File: src/rtl/tl45_pkg.sv
// Shared TL45 definitions: memory-stage opcodes, access sizes and FSM state codes.
package tl45_pkg;

    localparam logic [4:0] OP_IN  = 5'd10;
    localparam logic [4:0] OP_OUT = 5'd11;
    localparam logic [4:0] OP_LW  = 5'd14;
    localparam logic [4:0] OP_SW  = 5'd15;

    typedef enum logic [1:0] {
        SZ_BYTE     = 2'b00,
        SZ_HALF     = 2'b01,
        SZ_WORD     = 2'b10,
        SZ_WORD_ALT = 2'b11
    } mem_size_t;

    typedef logic [2:0] mem_state_t;

    localparam mem_state_t ST_IDLE   = 3'd0;
    localparam mem_state_t ST_STROBE = 3'd1;
    localparam mem_state_t ST_WAIT   = 3'd2;
    localparam mem_state_t ST_HOLD   = 3'd3;
    localparam mem_state_t ST_DONE   = 3'd4;

    // Byte accesses are always aligned; both word encodings need a 4-byte boundary.
    function automatic logic is_misaligned(input logic [1:0] size, input logic [1:0] addr_lo);
        logic mis;
        case (mem_size_t'(size))
            SZ_BYTE: mis = 1'b0;
            SZ_HALF: mis = addr_lo[0];
            default: mis = (addr_lo != 2'b00);
        endcase
        return mis;
    endfunction

endpackage

File: src/rtl/tl45_mem_lane.sv
// Byte-lane steering: select generation and write replication on the way out,
// lane extraction and sign/zero extension on the way back.
module tl45_mem_lane
    import tl45_pkg::*;
(
    input  logic [1:0]  size,
    input  logic [1:0]  addr_lo,
    input  logic        sext,
    input  logic [31:0] wdata_in,
    input  logic [31:0] rdata_in,
    output logic [3:0]  sel,
    output logic [31:0] wdata_out,
    output logic [31:0] rdata_out
);

    logic [31:0] shifted;

    always_comb begin
        shifted   = rdata_in >> {addr_lo, 3'b000};
        sel       = 4'b1111;
        wdata_out = wdata_in;
        rdata_out = shifted;
        case (mem_size_t'(size))
            SZ_BYTE: begin
                sel       = 4'b0001 << addr_lo;
                wdata_out = {4{wdata_in[7:0]}};
                rdata_out = {{24{sext & shifted[7]}}, shifted[7:0]};
            end
            SZ_HALF: begin
                sel       = addr_lo[1] ? 4'b1100 : 4'b0011;
                wdata_out = {2{wdata_in[15:0]}};
                rdata_out = {{16{sext & shifted[15]}}, shifted[15:0]};
            end
            default: ;
        endcase
    end

endmodule

File: src/rtl/tl45_mem_stage.sv
// TL45 memory stage: byte/half/word loads and stores as a single-outstanding
// Wishbone B4 pipelined master, with misalignment, bus-error and watchdog faults.
module tl45_mem_stage
    import tl45_pkg::*;
#(
    parameter int unsigned AW      = 30,
    parameter logic [15:0] IO_BASE = 16'h00ff,
    parameter logic [31:0] ERR_VAL = 32'h13371337,
    parameter int unsigned TIMEOUT = 64
) (
    input  logic          i_clk,
    input  logic          i_reset,
    input  logic          i_pipe_stall,
    output logic          o_pipe_stall,
    input  logic          i_pipe_flush,
    output logic          o_pipe_flush,
    output logic          o_wb_cyc,
    output logic          o_wb_stb,
    output logic          o_wb_we,
    output logic [AW-1:0] o_wb_addr,
    output logic [31:0]   o_wb_data,
    output logic [3:0]    o_wb_sel,
    input  logic          i_wb_ack,
    input  logic          i_wb_stall,
    input  logic          i_wb_err,
    input  logic [31:0]   i_wb_data,
    input  logic [4:0]    i_buf_opcode,
    input  logic [1:0]    i_buf_size,
    input  logic          i_buf_sext,
    input  logic [3:0]    i_buf_dr,
    input  logic [31:0]   i_buf_sr1_val,
    input  logic [31:0]   i_buf_sr2_val,
    input  logic [31:0]   i_buf_imm,
    output logic [3:0]    o_fwd_dr,
    output logic [31:0]   o_fwd_val,
    output logic [3:0]    o_buf_dr,
    output logic [31:0]   o_buf_val,
    output logic          o_fault,
    output logic [2:0]    o_dbg_state
);

    localparam logic        WD_EN   = (TIMEOUT != 0);
    localparam logic [15:0] WD_LAST = (TIMEOUT == 0) ? 16'd0 : 16'(TIMEOUT - 1);

    mem_state_t  state;
    logic [1:0]  lat_size, lat_alo;
    logic        lat_sext, lat_write;
    logic [3:0]  lat_dr;
    logic [31:0] result;
    logic [15:0] wdog;

    logic        is_io, is_start, is_write_op, misaligned, can_accept, busy;
    logic        wd_expire, bus_resp, completing, bus_fault;
    logic [1:0]  req_size, lane_size, lane_alo;
    logic [31:0] req_addr, req_wdata, bus_data, lane_wdata, lane_rdata;
    logic [3:0]  lane_sel;

    // Handshake: an op is taken when the opcode is a memory op, the stage is in
    // IDLE or DONE and i_pipe_stall is low; while the bus access is outstanding
    // o_pipe_stall holds the op upstream, so nothing else gates acceptance.
    always_comb begin
        is_io       = (i_buf_opcode == OP_IN) || (i_buf_opcode == OP_OUT);
        is_start    = is_io || (i_buf_opcode == OP_LW) || (i_buf_opcode == OP_SW);
        is_write_op = (i_buf_opcode == OP_OUT) || (i_buf_opcode == OP_SW);
        req_size    = is_io ? SZ_WORD : i_buf_size;
        req_addr    = is_io ? {IO_BASE, i_buf_imm[13:0], 2'b00} : (i_buf_sr1_val + i_buf_imm);
        req_wdata   = is_io ? i_buf_sr1_val : i_buf_sr2_val;
        misaligned  = is_misaligned(req_size, req_addr[1:0]);
        can_accept  = ((state == ST_IDLE) || (state == ST_DONE)) && is_start && !i_pipe_stall;
        busy        = (state == ST_STROBE) || (state == ST_WAIT);
        wd_expire   = WD_EN && busy && (wdog == WD_LAST);
        // A response in STROBE only counts once the request has actually been taken.
        bus_resp    = (i_wb_ack || i_wb_err) &&
                      ((state == ST_WAIT) || ((state == ST_STROBE) && !i_wb_stall));
        completing  = bus_resp || wd_expire;
        bus_fault   = wd_expire || (bus_resp && i_wb_err);
        bus_data    = bus_fault ? ERR_VAL : lane_rdata;
        lane_size   = busy ? lat_size : req_size;
        lane_alo    = busy ? lat_alo  : req_addr[1:0];
    end

    tl45_mem_lane u_lane (
        .size      (lane_size),
        .addr_lo   (lane_alo),
        .sext      (lat_sext),
        .wdata_in  (req_wdata),
        .rdata_in  (i_wb_data),
        .sel       (lane_sel),
        .wdata_out (lane_wdata),
        .rdata_out (lane_rdata)
    );

    always_comb begin
        o_fwd_dr  = 4'd0;
        o_fwd_val = 32'd0;
        if (state == ST_HOLD) begin
            o_fwd_dr  = lat_dr;
            o_fwd_val = result;
        end else if (completing && !lat_write && !i_pipe_stall) begin
            o_fwd_dr  = lat_dr;
            o_fwd_val = bus_data;
        end
    end

    assign o_pipe_stall = i_pipe_stall || busy;
    assign o_pipe_flush = i_pipe_flush;
    assign o_dbg_state  = state;

    always_ff @(posedge i_clk) begin
        if (i_reset || i_pipe_flush) begin
            state     <= ST_IDLE;
            o_wb_cyc  <= 1'b0;
            o_wb_stb  <= 1'b0;
            o_wb_we   <= 1'b0;
            o_wb_addr <= '0;
            o_wb_data <= 32'd0;
            o_wb_sel  <= 4'd0;
            o_buf_dr  <= 4'd0;
            o_buf_val <= 32'd0;
            o_fault   <= 1'b0;
            wdog      <= 16'd0;
            lat_size  <= 2'd0;
            lat_alo   <= 2'd0;
            lat_sext  <= 1'b0;
            lat_write <= 1'b0;
            lat_dr    <= 4'd0;
            result    <= 32'd0;
        end else begin
            o_fault <= 1'b0;
            case (state)
                ST_IDLE, ST_DONE: begin
                    o_buf_dr  <= 4'd0;
                    o_buf_val <= 32'd0;
                    wdog      <= 16'd0;
                    state     <= ST_IDLE;
                    if (can_accept) begin
                        lat_size  <= req_size;
                        lat_alo   <= req_addr[1:0];
                        lat_sext  <= i_buf_sext;
                        lat_write <= is_write_op;
                        lat_dr    <= i_buf_dr;
                        if (misaligned) begin
                            o_fault <= 1'b1;
                            if (!is_write_op) begin
                                state     <= ST_DONE;
                                o_buf_dr  <= i_buf_dr;
                                o_buf_val <= ERR_VAL;
                            end
                        end else begin
                            state     <= ST_STROBE;
                            o_wb_cyc  <= 1'b1;
                            o_wb_stb  <= 1'b1;
                            o_wb_we   <= is_write_op;
                            o_wb_addr <= req_addr[AW+1:2];
                            o_wb_sel  <= lane_sel;
                            o_wb_data <= lane_wdata;
                        end
                    end
                end
                ST_STROBE, ST_WAIT: begin
                    wdog <= wdog + 16'd1;
                    if ((state == ST_STROBE) && !i_wb_stall) begin
                        o_wb_stb <= 1'b0;
                        state    <= ST_WAIT;
                    end
                    if (completing) begin
                        o_wb_cyc <= 1'b0;
                        o_wb_stb <= 1'b0;
                        o_wb_we  <= 1'b0;
                        wdog     <= 16'd0;
                        o_fault  <= bus_fault;
                        if (lat_write) begin
                            state <= ST_IDLE;
                        end else if (i_pipe_stall) begin
                            state  <= ST_HOLD;
                            result <= bus_data;
                        end else begin
                            state     <= ST_DONE;
                            o_buf_dr  <= lat_dr;
                            o_buf_val <= bus_data;
                        end
                    end
                end
                ST_HOLD: begin
                    if (!i_pipe_stall) begin
                        state     <= ST_DONE;
                        o_buf_dr  <= lat_dr;
                        o_buf_val <= result;
                    end
                end
                default: state <= ST_IDLE;
            endcase
        end
    end

endmodule
File: config.mk
export PLATFORM = sky130hd
export DESIGN_NAME = tl45_mem_stage
export DESIGN_NICKNAME = d
export VERILOG_FILES = /design/src/rtl/tl45_pkg.sv /design/src/rtl/tl45_mem_lane.sv /design/src/rtl/tl45_mem_stage.sv
export SDC_FILE = /design/constraint.sdc
export NUM_CORES = 1
export LEC_CHECK = 0
export ABC_CLOCK_PERIOD_IN_PS = 4400
export CELL_PAD_IN_SITES_DETAIL_PLACEMENT = 2
export CELL_PAD_IN_SITES_GLOBAL_PLACEMENT = 2
export CORE_MARGIN = 1
export CORE_UTILIZATION = 27
export CTS_CLUSTER_DIAMETER = 80
export DETAILED_ROUTE_END_ITERATION = 12
export GPL_TIMING_DRIVEN = 0
export PLACE_DENSITY = 0.87
export SYNTH_ARGS = -nofsm -noshare
export SYNTH_HDL_FRONTEND = slang
export SYNTH_SLANG_ARGS = --single-unit
File: constraint.sdc
create_clock -name i_clk -period 4.4 [get_ports i_clk]
set_input_delay 0.88 -clock i_clk [delete_from_list [all_inputs] [get_ports i_clk]]
set_output_delay 0.88 -clock i_clk [all_outputs]
set_load 0.01 [all_outputs]
Yosys cells after proc, flatten, opt, wreduce, memory -nomap -nowiden
Cells that the tools add are included.
W data, S select, Z words.
Word-level totals
  bits in read-only memories: 0
  bits in registers: 167
  memory bits (writable): 0
  bits in latches: 0
  memories: 0
  output and inout port bits: 147
  input bits: 147
Cells by class
  muxes and demuxes: 55
  divide/modulo/power cells: 0
  add/sub/neg operators: 2
  reductions and logical operators: 39
  eq/ne operators: 18
  $lt $le $gt $ge: 0
  shifts and indexed selects: 2
  bitwise logic cells: 4
  $mul: 0
Operator list (count)
  $mux W32: 9
  $pmux W32 S2: 2
  $pmux W32 S3: 1
  $mux W29: 3
  $mux W4: 9
  $add A32 B32 Y32: 1
  $pmux W16 S2: 1
  $shr A32 B5 Y32: 1
  $mux W3: 8
  $eq A5 B4 Y1 const B: 4
  $add A16 B1 Y16 const B: 1
  $eq A16 B6 Y1 const B: 1
  $mux W16: 1
  $logic_or A1 B1 Y1: 12
  $ne A2 B2 Y1 const B: 6
  $pmux W4 S3: 1
  $reduce_and A4 Y1: 3
  $mux W1: 10
  $pmux W1 S2: 5
  $pmux W3 S3: 1
  $logic_and A1 B1 Y1: 8
  $pmux W4 S2: 1
  $eq A3 B2 Y1 const B: 2
  $mux W2: 3
  other kinds (16): 26

Logic depth before layout (Yosys ltp)
  depth after elaboration: 12
  depth in mapped cells: 11
  gate-level depth less buffers: 9

Cells and area by module
A second synthesis with hierarchy kept.
Unflattened totals
  cell total of the unflattened synthesis: 1462
  area, all modules: 10541.4 µm²
By module, submodules not included
  tl45_mem_stage: area each 9267.6 µm², seq. area each 3343.2 µm², times used 1, cells an instance 1278
  tl45_mem_lane: area each 1273.7 µm², seq. area each 0.0 µm², times used 1, cells an instance 184

Worst setup path after synthesis
OpenSTA, ideal clock, no wires.
  path type: input -> output
  start point: in i_buf_sr1_val[0]
  end point: out o_fwd_val[16]
  stages: 10
  arrival: 3.095 ns
  buffers on the path: 2
  path slack: 0.425 ns
  required time: 3.520 ns
  path through: ha_1 -> fa_1 -> o211ai_2 -> nand2_1 -> mux2_2 -> a32o_1 -> buf_6 -> buf_6 -> nor3b_1 -> o21ai_0
On the way
  longest elaborated chain between the ends: 9
RTL lines
  start, declared: line tl45_mem_stage.sv:31  | input logic [31:0] i_buf_sr1_val,
  $add A32 B32 Y32 (*): line tl45_mem_stage.sv:66  | req_addr = is_io ? {IO_BASE, i_buf_imm[13:0], 2'b00} : (i_buf_sr1_val + i_buf_imm);
  $mux W32 (*): line tl45_mem_stage.sv:66
  $mux W2 (*): line tl45_mem_stage.sv:79  | lane_alo = busy ? lat_alo : req_addr[1:0];
  $shr A32 B5 Y32 (*): line tl45_mem_lane.sv:19  | shifted = rdata_in >> {addr_lo, 3'b000};
  $and A1 B1 Y1, on equally long branches: line tl45_mem_lane.sv:32, tl45_mem_lane.sv:27
  $pmux W32 S2 (*): line tl45_mem_lane.sv:23  | case (mem_size_t'(size))
  $mux W32 (*): line tl45_mem_stage.sv:77  | bus_data = bus_fault ? ERR_VAL : lane_rdata;
  $mux W32 (*): line tl45_mem_stage.sv:99  | end else if (completing && !lat_write && !i_pipe_stall) begin
  $mux W32 (*): line tl45_mem_stage.sv:96  | if (state == ST_HOLD) begin
  end, declared: line tl45_mem_stage.sv:35  | output logic [31:0] o_fwd_val,
Every way passes the cells marked *; elsewhere a longest branch is shown, timed or not.

Final worst setup path
  start point: in i_buf_imm[0]
  end point: out o_fwd_val[23]
On the way
  longest elaborated chain between the ends: 9
RTL lines
  start, declared: line tl45_mem_stage.sv:33  | input logic [31:0] i_buf_imm,
  $add A32 B32 Y32 (*): line tl45_mem_stage.sv:66
  $mux W32 (*): line tl45_mem_stage.sv:66
  $mux W2 (*): line tl45_mem_stage.sv:79
  $shr A32 B5 Y32 (*): line tl45_mem_lane.sv:19
  $and A1 B1 Y1, on equally long branches: line tl45_mem_lane.sv:32, tl45_mem_lane.sv:27
  $pmux W32 S2 (*): line tl45_mem_lane.sv:23
  $mux W32 (*): line tl45_mem_stage.sv:77
  $mux W32 (*): line tl45_mem_stage.sv:99
  $mux W32 (*): line tl45_mem_stage.sv:96
Marked as above.

==> flow_metrics.env <==
export IMPL_die_w_um=202
export IMPL_dp_cells=2287
export IMPL_antenna_found_initial=0
export IMPL_vias=14000
export IMPL_peakVddDrop_mv=0.316
export IMPL_maxCapViolations=0
export IMPL_seq_area_frac_synth_pct=31.1
export IMPL_violations="setup timing"
export IMPL_grt_usage_pct=30.9
export IMPL_dr_wl_met2_um=30600
export IMPL_met1_length_um=26800
export IMPL_synthCells=1475
export IMPL_tns_ns=-0.690
export IMPL_gp_congestion=0.932
export IMPL_yosysWarningCount=0
export IMPL_area_growth_pct=46.4
export IMPL_syn_mean_instance_area_um2=7.29
export IMPL_ys_flop_type="dfxtp_1"
export IMPL_die_area_mm2=0.0407
export IMPL_start_util_pct=27.6
export IMPL_cp_top_family="compound AO/OA/AOI/OAI gates"
export IMPL_root_buffer="clkbuf_16"
export IMPL_worst_setup_path_end_kind="primary output"
export IMPL_critPathRequiredTime_ns=3.52
export IMPL_finalCriticalPeriod_ns=4.53
export IMPL_yosysTopAreaCellShare_pct=31.1
export IMPL_mostFrequentLayoutCells="clkdlybuf4s50_1, nand2_1, dfxtp_1, a21oi_1, o21ai_0"
export IMPL_via_per_inst=5.96
export IMPL_hold_viol_final=0
export IMPL_htree_levels=4
export IMPL_start_kind="input pin"
export IMPL_postRouteAntennaNets=0
export IMPL_power_frac_clock_pct=39.3
export IMPL_p_int_mw=2.80
export IMPL_syn_area_mm2=0.0108
export IMPL_worst_pin_slew_ns=1.25
export IMPL_netSwitchingPower_mw=1.45
export IMPL_syn_num_nets=1655
export IMPL_rsz0062_at_grt="true"
export IMPL_stdcell_count=2352
export IMPL_grt_pass1_vias=15000
export IMPL_diodes=0
export IMPL_skew_ns=0.0197
export IMPL_synth_area_leader_cell="dfxtp_1"
export IMPL_path_class="in -> out"
export IMPL_critical_path_peak_fanout=5
export IMPL_report_final_setup_viol=10
export IMPL_numCtsBuffers=17
export IMPL_numPortBuffers=293
export IMPL_wl_um=64500
export IMPL_ioPinCount=294
export IMPL_slowest_delay_ns=0.69
export IMPL_synth_seq_cells=167
export IMPL_rows=72
export IMPL_fill_cells=4378
export IMPL_rrSetupSlack_ns=0.88
export IMPL_final_common_cell="clkdlybuf4s50_1"
export IMPL_outcome="finished with violations"
export IMPL_cts_sinks=167
export IMPL_synthTopCellsByArea="dfxtp_1, nand2_1, a21oi_1"
export IMPL_grt_overflow=0
export IMPL_cp_num_buf_inv=4
export IMPL_drive_above_1_share_pct=10.4
export IMPL_p_leak_nw=6.02
export IMPL_p_per_area_mw_per_mm2=270
export IMPL_wl_met3_um=4210
export IMPL_synth_distinct_cells=83
export IMPL_whs_ns=0.467
export IMPL_seqPwrFrac_pct=35.9
export IMPL_fin_crit_sh_pct=103
export IMPL_drc_errors=0
export IMPL_setup_slack_ns=-0.129
export IMPL_crit_top_cell="buf_6"
export IMPL_async_flop_share_pct=0
export IMPL_combPwrFrac_pct=24.9
export IMPL_wl_per_cell_um=27.4
export IMPL_crit_chain="buf_8 -> ha_4 -> fa_2 -> o211ai_4 -> nand2_2 -> mux2_4 -> a32o_2 -> o31ai_4 -> buf_6 -> buf_6 -> o21ai_4 -> buf_6"
export IMPL_grt_max_degree=20
export IMPL_grt_first_pass_wirelength_um=95200
export IMPL_layout_nets=2001
export IMPL_hold_path_class="reg -> reg"
export IMPL_fp_dieH_um=202
export IMPL_slowest_stage="fa_2"
export IMPL_max_slew_margin_pct=15.6
export IMPL_slew_violations=0
export IMPL_clkLatencyLatePin_ns=0.48
export IMPL_arrival_ns=3.65
export IMPL_first_iter_violations=1085
export IMPL_dr_max_layer_used="met4"
export IMPL_coreArea_mm2=0.0390
export IMPL_swShare_pct=34.1
export IMPL_clock_fmax_ghz=0.221
export IMPL_clkTransAtPathRegs_ns=0.09
export IMPL_dr_pass1_iters=5
export IMPL_synth_edff_count=0
export IMPL_cts_tree="yes"
export IMPL_place_hpwl_um=47500
export IMPL_hold_buffers=0
export IMPL_clock_path_buffers=2
[per-stage QoR]
stage,power (mW),cell area (um2),util [%],worst slack (ns)
after detailed placement,2.48,14400,36.8,-1.31
after global placement,2.45,14300,36.8,-1.26
after CTS,4.20,15500,39.7,-0.0912
after floorplan,2.05,10800,-,0.425
final,4.25,15800,40.4,-0.129
after global routing,4.37,15800,40.4,-0.143
[what timing repair did]
item                                    in CTS  in global routing
endpoints found under the setup margin      36                 36
endpoints found under the hold margin        0                  0
buffers inserted                            22                 14
pin swaps                                   12                 24
gates resized for setup                    193                 61
[power by group through the flow]
stage,combinational [mW],sequential [mW],clock [mW]
after floorplan,0.491,1.56,0
after global placement,0.892,1.56,0
after detailed placement,0.921,1.56,0
after CTS,0.995,1.52,1.68
after global routing,1.11,1.53,1.73
final,1.06,1.53,1.67
[Yosys cell counts, drive strengths merged (12+ instances only)]
cell type / n
nand2: 254
dfxtp: 167
a21oi: 142
o21ai: 142
nor2: 118
nand3: 107
clkbuf: 76
a31oi: 41
mux2i: 35
ha: 32
buf: 27
nor3: 27
and3: 18
a22o: 17
o211ai: 17
a21o: 15
a311oi: 14
or3: 14
inv: 13
xor2: 13
a211oi: 12
[layer usage]
layer	vias to the layer above	global-route usage (%)
li1	6121	-
met1	7040	38.2
met2	678	52.2
met3	186	4.89
met4	0	14.4
met5	-	0
[kinds of logic after synthesis]
| family | Yosys count | synth area share (%) |
|---|---|---|
| buf+inv | 116 | 4.47 |
| fa+ha+maj | 33 | 3.91 |
| simple gates | 607 | 25.9 |
| xor+xnor | 22 | 1.86 |
| flops | 167 | 31.1 |
| compound gates | 493 | 29.3 |
| mux | 37 | 3.50 |
[state kept, by name, indices dropped and copies added (netlist names)]
register and count:
o_buf_val 32, o_wb_data 32, result 32, o_wb_addr 30
wdog 16, lat_dr 4, o_buf_dr 4, o_wb_sel 4
o_dbg_state 3, lat_alo 2, lat_size 2, lat_sext 1
lat_write 1, o_fault 1, o_wb_cyc 1, o_wb_stb 1
o_wb_we 1
[cell type report]
| class | count | area (um2) | area share, % |
|---|---|---|---|
| timing repair buffer | 330 | 3220 | 20.5 |
| sequential | 167 | 3340 | 21.2 |
| buffer | 100 | 518 | 3.29 |
| clock buffer | 18 | 429 | 2.72 |
| multi-input combinational | 1192 | 7360 | 46.7 |
| tap | 518 | 648 | 4.12 |
| inverter | 13 | 48.8 | 0.310 |
| clock inverter | 14 | 183 | 1.16 |
[final timing paths]
kind,from,cells past startpoint,endpoint
hold / removal,o_wb_data[24],2,o_wb_data[24]
hold reg to reg,o_wb_data[24],2,o_wb_data[24]
setup / recovery,i_buf_imm[0],12,o_fwd_val[23]
setup reg to reg,wdog[0],9,o_buf_val[15]
[worst register-to-register path, cell delays in order, from the launching register on]
cell	delay, ns
dfxtp_1	0.42
ha_1	0.25
and3_1	0.23
nand3_2	0.24
o211a_1	0.42
nor2_1	0.36
clkbuf_1	0.49
clkbuf_1	0.67
o21ai_0	0.18
a21oi_1	0.17
Note: power is estimated with default switching activity, not from simulation.
